--- src/rtl/pipe_skid_reg.sv ---
// pipe_skid_reg: a one- or two-entry pipeline register with valid/ready handshakes.
// With SKID_EN=1 a skid entry catches the payload that arrives in the cycle
// back-pressure begins, so in_ready comes straight from state flops. With
// SKID_EN=0 only the main entry exists and in_ready passes out_ready through.
// A flush clears all held data. A saturating counter records the number of
// back-pressured cycles.
module pipe_skid_reg #(
    parameter int WIDTH   = 64,
    parameter int SKID_EN = 1,
    parameter int CNT_W   = 16
) (
    input  logic             CLK,
    input  logic             RST,
    input  logic             in_valid,
    input  logic [WIDTH-1:0] in_data,
    output logic             in_ready,
    output logic             out_valid,
    output logic [WIDTH-1:0] out_data,
    input  logic             out_ready,
    input  logic             flush,
    output logic [1:0]       occupancy,
    output logic [CNT_W-1:0] stall_cnt
);

    typedef enum logic [1:0] {
        EMPTY = 2'd0,
        BUSY  = 2'd1,
        FULL  = 2'd2
    } state_t;

    localparam logic [CNT_W-1:0] CNT_ONE = CNT_W'(1);

    state_t           state;
    logic [WIDTH-1:0] main_q;
    logic [WIDTH-1:0] skid_q;
    logic             accept;
    logic             pop;

    // Handshake decode and outputs; every output except in_ready with SKID_EN=0 depends on flops only
    always_comb begin
        out_valid = (state != EMPTY);
        out_data  = main_q;
        if (SKID_EN != 0) begin
            in_ready = (state != FULL);
        end else begin
            in_ready = (state == EMPTY) | out_ready;
        end
        accept = in_valid & in_ready;
        pop    = out_valid & out_ready;
        case (state)
            EMPTY:   occupancy = 2'd0;
            BUSY:    occupancy = 2'd1;
            FULL:    occupancy = 2'd2;
            default: occupancy = 2'd0;
        endcase
    end

    // Entry state machine and payload registers; flush overrides any transition
    always_ff @(posedge CLK or posedge RST) begin
        if (RST) begin
            state  <= EMPTY;
            main_q <= '0;
            skid_q <= '0;
        end else if (flush) begin
            state  <= EMPTY;
            main_q <= '0;
            skid_q <= '0;
        end else begin
            case (state)
                EMPTY: begin
                    if (accept) begin
                        main_q <= in_data;
                        state  <= BUSY;
                    end
                end
                BUSY: begin
                    if (accept && pop) begin
                        main_q <= in_data;
                    end else if (accept && (SKID_EN != 0)) begin
                        skid_q <= in_data;
                        state  <= FULL;
                    end else if (pop) begin
                        state <= EMPTY;
                    end
                end
                FULL: begin
                    if (pop) begin
                        main_q <= skid_q;
                        state  <= BUSY;
                    end
                end
                default: state <= EMPTY;
            endcase
        end
    end

    // Saturating count of cycles where a valid output is held back by downstream
    always_ff @(posedge CLK or posedge RST) begin
        if (RST) begin
            stall_cnt <= '0;
        end else if (out_valid && !out_ready && (stall_cnt != '1)) begin
            stall_cnt <= stall_cnt + CNT_ONE;
        end
    end

endmodule

--- config.mk ---
export PLATFORM = sky130hd
export DESIGN_NAME = pipe_skid_reg
export DESIGN_NICKNAME = d
export VERILOG_FILES = /design/src/rtl/pipe_skid_reg.sv
export SDC_FILE = /design/constraint.sdc
export NUM_CORES = 1
export LEC_CHECK = 0
export BUFFER_PORTS_ARGS = -buffer_cell sky130_fd_sc_hd__buf_2
export CAP_MARGIN = 20
export CORE_UTILIZATION = 40
export DETAILED_ROUTE_END_ITERATION = 6
export GPL_TIMING_DRIVEN = 0
export PLACE_DENSITY_LB_ADDON = 0.08
export REMOVE_ABC_BUFFERS = 1
export SLEW_MARGIN = 10
export SYNTH_ARGS = -nofsm -noshare
export SYNTH_HDL_FRONTEND = slang
export SYNTH_SLANG_ARGS = --single-unit
--- constraint.sdc ---
create_clock -name CLK -period 5.05 [get_ports CLK]
set_input_delay 0.7575 -clock CLK [delete_from_list [all_inputs] [get_ports CLK]]
set_output_delay 0.7575 -clock CLK [all_outputs]
set_load 0.005 [all_outputs]
==> impl_metrics.env, run 1 <==
export IMPL_power_density_mw_per_mm2=344
export IMPL_tightest_slew_ns=0.850
export IMPL_io_pins=153
export IMPL_cts_resized=0
export IMPL_postCtsSetupBuffers=0
export IMPL_area_growth_pct=25.8
export IMPL_dieArea_mm2=0.0170
export IMPL_clock_root_buffer="clkbuf_16"
export IMPL_synth_area_leaders="dfrtp_1, nand2_1, mux2i_1, o31ai_1, a21oi_1"
export IMPL_start_util_pct=41.3
export IMPL_synth_cell_types=38
export IMPL_fin_crit_sh_pct=65.9
export IMPL_setup_viol=0
export IMPL_rsz0062_at_grt="no"
export IMPL_finalWeightedCongestion=0.719
export IMPL_worstPathCellList="nor2b_2 -> buf_8 -> clkinv_4 -> buf_2"
export IMPL_cts_sinks=146
export IMPL_ant_nets=0
export IMPL_crit_type="reg -> out"
export IMPL_vias=5225
export IMPL_period_minus_slack_ns=3.33
export IMPL_die_h_um=131
export IMPL_critPathBufInv=3
export IMPL_drt_iter0_drc=262
export IMPL_synth_edf_count=0
export IMPL_relSlewSlack_pct=43.3
export IMPL_fin_skew_ns=0.00936
export IMPL_synth_main_ff_cell="dfrtp_1"
export IMPL_grt_pass1_vias=5210
export IMPL_dpl_hpwl_mm=10.7
export IMPL_antenna_cells=0
export IMPL_cp_max_fo=53
export IMPL_stdcell_count=1028
export IMPL_drt_first_pass_iters=4
export IMPL_yosys_warnings=0
export IMPL_die_x_um=131
export IMPL_min_path_type="in -> async"
export IMPL_power_mw=2.86
export IMPL_setup_slack_ns=1.72
export IMPL_startpoint_type="register"
export IMPL_cts_tree="done"
export IMPL_final_common_cell="nand2_1"
export IMPL_nFillCells=1499
export IMPL_grt_max_degree=76
export IMPL_max_stage_delay_ns=0.60
export IMPL_endpoint_kind="output pin"
export IMPL_drive_gt1_share_pct=26.7
export IMPL_grt_antenna_before_repair=0
export IMPL_synthArstFlopShare_pct=100
export IMPL_avgSynthCellArea_um2=10.0
export IMPL_clk_latency_ns=0.42
export IMPL_layout_common_cells="nand2_1, buf_2, dfrtp_1"
export IMPL_cts_hold_buf=0
export IMPL_cp_arrival_ns=2.57
export IMPL_cpMaxStageDelayCell="nor2b_2"
export IMPL_fmax_mhz=301
export IMPL_hold_violations=0
export IMPL_dp_slack_ns=2.10
export IMPL_synth_top_area_share_pct=55.3
export IMPL_ir_drop_v=0.000234
export IMPL_fin_area_mm2=0.00832
export IMPL_clockBufferDepth=2
export IMPL_io_buffer_count=152
export IMPL_path_clk_slew_ns=0.06
export IMPL_gr_total_overflow=0
export IMPL_synth_seq_cells=146
export IMPL_finalNetCount=870
export IMPL_drt_wl_total_mm=16.1
export IMPL_viasPerCell=5.08
export IMPL_numCtsBuffers=17
export IMPL_grt_total_usage_pct=20.0
export IMPL_grt_pass1_wl_mm=26.4
export IMPL_syn_area_mm2=0.00661
export IMPL_wl_per_cell_um=15.6
export IMPL_critical_path_required_ns=4.29
export IMPL_core_mm2=0.0160
export IMPL_leakage_nw=4.19
export IMPL_regArea_mm2=0.00365
export IMPL_crit_family="buffers and inverters"
export IMPL_status="completed"
export IMPL_drc=0
export IMPL_rows=46
export IMPL_seq_area_frac_synth_pct=55.3
export IMPL_multi_input_area_mm2=0.00271
export IMPL_holdWs_ns=0.400
export IMPL_drv_slew=0
export IMPL_syn_inst=660
export IMPL_maxCapViolCount=0
export IMPL_dp_cells=997
export IMPL_h_tree_depth=4
export IMPL_postPlaceCellArea_mm2=0.00776
export IMPL_yosysTopAreaCell="dfrtp_1"
## cells by family after synthesis
kind of cell             synth area share [%]
AO/OA/AOI/OAI                            13.3
adder cells (fa/ha/maj)                 0.189
multiplexers                             10.2
XOR/XNOR                                 1.32
AND/OR/NAND/NOR                          15.7
flip-flops                               55.3
buffers and inverters                    4.03
## power by group
part / switching, mW / internal, mW / total (mW) / leakage, nW
clock network: 0.459 / 0.738 / 1.20 / 0.280
registers: 0.0632 / 1.25 / 1.31 / 1.95
logic: 0.197 / 0.159 / 0.356 / 1.95
## flip-flops by register name (all words and copies together) (netlist names)
| name | cells |
|---|---|
| stall_cnt | 16 |
| state | 2 |
| out_data | 64 |
| skid_q | 64 |
## per-layer routing
metal	routed length (µm)	global-route usage [%]
met3	911	5.90
met1	7110	25.4
met2	7900	32.6
met4	142	7.17
met5	0	0
## final timing paths
path                                            end                    start  cells past startpoint  slack (ns)
hold reg to reg             out_data[6]$_DFFE_PP0P_  out_data[6]$_DFFE_PP0P_                      2        0.47
max in group asynchronous    skid_q[25]$_DFFE_PP0P_                      RST                      3        3.91
setup / recovery                           in_ready     state[1]$_DFFE_PP0P_                      4        1.72
setup reg to reg           out_data[49]$_DFFE_PP0P_     state[1]$_DFFE_PP0P_                      5        2.58
hold / removal               skid_q[49]$_DFFE_PP0P_                      RST                      2        0.40
min in group CLK            out_data[6]$_DFFE_PP0P_  out_data[6]$_DFFE_PP0P_                      2        0.47
## cells in the mapped netlist (2+ instances only)
library cell / n
buf_4: 8
a21oi_1: 69
nor2_1: 12
xnor2_1: 3
inv_1: 5
dfrtp_1: 146
nor3b_1: 2
clkbuf_1: 21
nor4_4: 2
buf_2: 20
nor2b_1: 2
mux2_2: 3
o31ai_1: 64
nand2_1: 197
nor3_1: 4
or2_2: 3
xor2_1: 7
nand4_1: 4
nand3_1: 6
mux2i_1: 64
## per-stage QoR
stage                     TNS [ns]  utilization, %
after floorplan             -44.01               -
after global placement     -617.27            46.3
after detailed placement         0            48.5
after CTS                        0            52.0
after global routing             0            52.0
final                            0            52.0
## cell type report
class	count	share of cell area (%)
clock buffers	26	6.12
clock inverters	5	0.602
inverters	6	0.421
multi-input cells	458	32.6
flip-flops and latches	146	43.9
well taps	216	3.25
repair buffers	171	13.1
Power figures use the tool's default switching activity.
==> run 2: changes to the inputs <==
--- a/config.mk
+++ b/config.mk
@@ -5,6 +5,7 @@
 export SDC_FILE = /design/constraint.sdc
 export NUM_CORES = 1
 export LEC_CHECK = 0
+export ABC_AREA = 1
 export BUFFER_PORTS_ARGS = -buffer_cell sky130_fd_sc_hd__buf_2
 export CAP_MARGIN = 20
 export CORE_UTILIZATION = 40
==> constraint.sdc (replaced) <==
create_clock -name CLK -period 3.5 [get_ports CLK]
set_input_delay 0.525 -clock CLK [delete_from_list [all_inputs] [get_ports CLK]]
set_output_delay 0.525 -clock CLK [all_outputs]
set_load 0.005 [all_outputs]
==> run 2 against run 1 <==
Effect of this change:
- synthesized area grew 7.0%
- clock skew is 0.0043 ns lower
- wire length rose by 2.7%
- combinational power grew 130%
- sequential cell count is the same
- cell count grew 13%
- synthesized cell count rose by 21%
- via count rose by 12%
- sequential share of layout area decreased by 1.0 points
- core utilization fell by 2.7 points
- critical path depth rose by 1
==> impl_metrics.env, run 2 <==
export IMPL_yosysTopAreaCell="dfrtp_1"
export IMPL_relSlewSlack_pct=48.8
export IMPL_yosys_top_cells_count="dfrtp_1, nand2_1, inv_1, o21ai_2, o21ai_0"
export IMPL_endpoint_kind="output pin"
export IMPL_clockBufferDepth=2
export IMPL_cts_sinks=146
export IMPL_finalNetCount=993
export IMPL_grt_pass1_wl_mm=27.9
export IMPL_reg2reg_to="out_data[7]$_DFFE_PP0P_"
export IMPL_viasPerCell=5.05
export IMPL_multi_input_area_mm2=0.00266
export IMPL_synth_compound_area_share_pct=21.8
export IMPL_finalWeightedCongestion=0.770
export IMPL_leakage_nw=4.08
export IMPL_holdWs_ns=0.148
export IMPL_syn_inst=798
export IMPL_dpl_hpwl_mm=10.6
export IMPL_gr_total_overflow=0
export IMPL_cts_hold_buf=0
export IMPL_ir_drop_v=0.000328
export IMPL_synth_area_leaders="dfrtp_1, nand2_1, o21ai_2, inv_1, o21ai_0"
export IMPL_start_util_pct=40.9
export IMPL_rrSetupSlack_ns=1.19
export IMPL_postPlaceCellArea_mm2=0.00794
export IMPL_tightest_slew_ns=0.767
export IMPL_io_pins=153
export IMPL_synth_top_area_share_pct=51.6
export IMPL_path_clk_slew_ns=0.06
export IMPL_dieArea_mm2=0.0182
export IMPL_postCtsSetupBuffers=0
export IMPL_dp_cells=1127
export IMPL_final_common_cell="buf_2"
export IMPL_nFillCells=1712
export IMPL_die_x_um=135
export IMPL_seq_area_frac_synth_pct=51.6
export IMPL_tns_ns=0
export IMPL_grt_total_usage_pct=19.4
export IMPL_rsz0062_at_grt="no"
export IMPL_stdcell_count=1162
export IMPL_core_mm2=0.0173
export IMPL_fin_area_mm2=0.00852
export IMPL_rows=48
export IMPL_critical_path_required_ns=2.97
export IMPL_drc=0
export IMPL_synthArstFlopShare_pct=100
export IMPL_cp_arrival_ns=1.87
export IMPL_grt_antenna_before_repair=2
export IMPL_die_h_um=135
export IMPL_startpoint_type="register"
export IMPL_cts_resized=0
export IMPL_regArea_mm2=0.00365
export IMPL_period_minus_slack_ns=2.40
export IMPL_synth_cell_types=24
export IMPL_layout_common_cells="buf_2, dfrtp_1, nand2_1"
export IMPL_setup_slack_ns=1.10
export IMPL_wl_per_cell_um=14.2
export IMPL_avgSynthCellArea_um2=8.87
export IMPL_synth_top_family_by_area="compound AO/OA/AOI/OAI gates"
export IMPL_numCtsBuffers=17
export IMPL_yosys_warnings=0
export IMPL_synth_edf_count=0
export IMPL_drt_wl_total_mm=16.5
export IMPL_crit_start="state[0]$_DFFE_PP0P_"
export IMPL_area_growth_pct=20.4
export IMPL_vias=5871
export IMPL_drv_slew=0
export IMPL_synth_main_ff_cell="dfrtp_1"
export IMPL_synthMuxAreaShare_pct=0
export IMPL_ant_nets=0
export IMPL_drt_iter0_drc=349
export IMPL_h_tree_depth=4
export IMPL_cts_tree="done"
export IMPL_io_buffer_count=152
export IMPL_yosys_area_share_adder_pct=0.177
export IMPL_clock_root_buffer="clkbuf_16"
export IMPL_synth_xor_area_share_pct=0.990
export IMPL_status="completed"
export IMPL_setup_viol=0
export IMPL_cp_max_fo=55
export IMPL_power_density_mw_per_mm2=525
export IMPL_worstRegToRegCells=10
export IMPL_grt_max_degree=95
export IMPL_crit_type="reg -> out"
export IMPL_dp_slack_ns=0.128
export IMPL_hold_violations=0
export IMPL_synth_simple_area_share_pct=14.3
export IMPL_worstReg2RegStart="state[0]$_DFFE_PP0P_"
export IMPL_fmax_mhz=417
export IMPL_drive_gt1_share_pct=28.8
export IMPL_syn_area_mm2=0.00707
export IMPL_fin_skew_ns=0.00510
export IMPL_maxCapViolCount=0
export IMPL_grt_pass1_vias=5759
export IMPL_power_mw=4.48
export IMPL_fin_crit_sh_pct=68.4
export IMPL_min_path_type="in -> async"
export IMPL_synth_seq_cells=146
export IMPL_utilization_pct=49.2
export IMPL_drt_first_pass_iters=4
export IMPL_clk_latency_ns=0.41
==> run 2: changes by cell type after synthesis, sizes merged, moves of 32 or more <==
cell	previous run	this run
o31ai	64	0
mux2i	64	0
inv	5	114
o22ai	0	32
a21oi	69	33
nand3	6	51
nand2	197	159
o21ai	0	139
==> run 2: worst max-delay path by stage <==
stage	to	cells past startpoint	slack (ns)
2_1_floorplan	out_data[0]$_DFFE_PP0P_	1	-0.95
3_3_place_gp	out_data[57]$_DFFE_PP0P_	2	-2.85
3_5_place_dp	out_data[25]$_DFFE_PP0P_	7	0.13
4_1_cts	out_data[7]$_DFFE_PP0P_	10	0.45
5_1_grt	out_data[63]$_DFFE_PP0P_	10	0.94
6_report	occupancy[1]	5	1.10
==> run 2: cells by family after synthesis <==
| kind of cell | count (synthesis) |
|---|---|
| flops | 146 |
| buf+inv | 168 |
| simple gates | 239 |
| xor+xnor | 8 |
| fa+ha+maj | 1 |
| compound gates | 236 |
==> run 2: final cells by class <==
| type | instances | area share (%) |
|---|---|---|
| clock buffer | 27 | 6.02 |
| tap | 225 | 3.30 |
| clock inverter | 5 | 0.294 |
| inverter | 114 | 5.11 |
| sequential | 146 | 42.9 |
| antenna | 1 | 0.0294 |
| multi-input combinational | 484 | 31.2 |
| timing repair buffer | 160 | 11.2 |
==> run 2: worst max-delay path, stage by stage, from the launching register on <==
cell,delay (ns)
dfrtp_1,0.41
inv_2,0.12
nand2_2,0.20
inv_2,0.28
buf_12,0.28
buf_2,0.16
==> run 2: power breakdown <==
part / total, mW / internal [mW] / switching [mW]
sequential: 2.01 / 1.88 / 0.136
clock: 1.66 / 0.995 / 0.665
combinational: 0.803 / 0.323 / 0.479
total: 4.48 / 3.20 / 1.28
==> run 2: routing by layer <==
layer	vias to the layer above	track usage [%]	share of wire, %
met5	-	0	0.079
met4	2	7.62	1.6
met3	22	4.88	5.7
met2	154	31.1	47
met1	2803	25.3	46
li1	2890	-	-
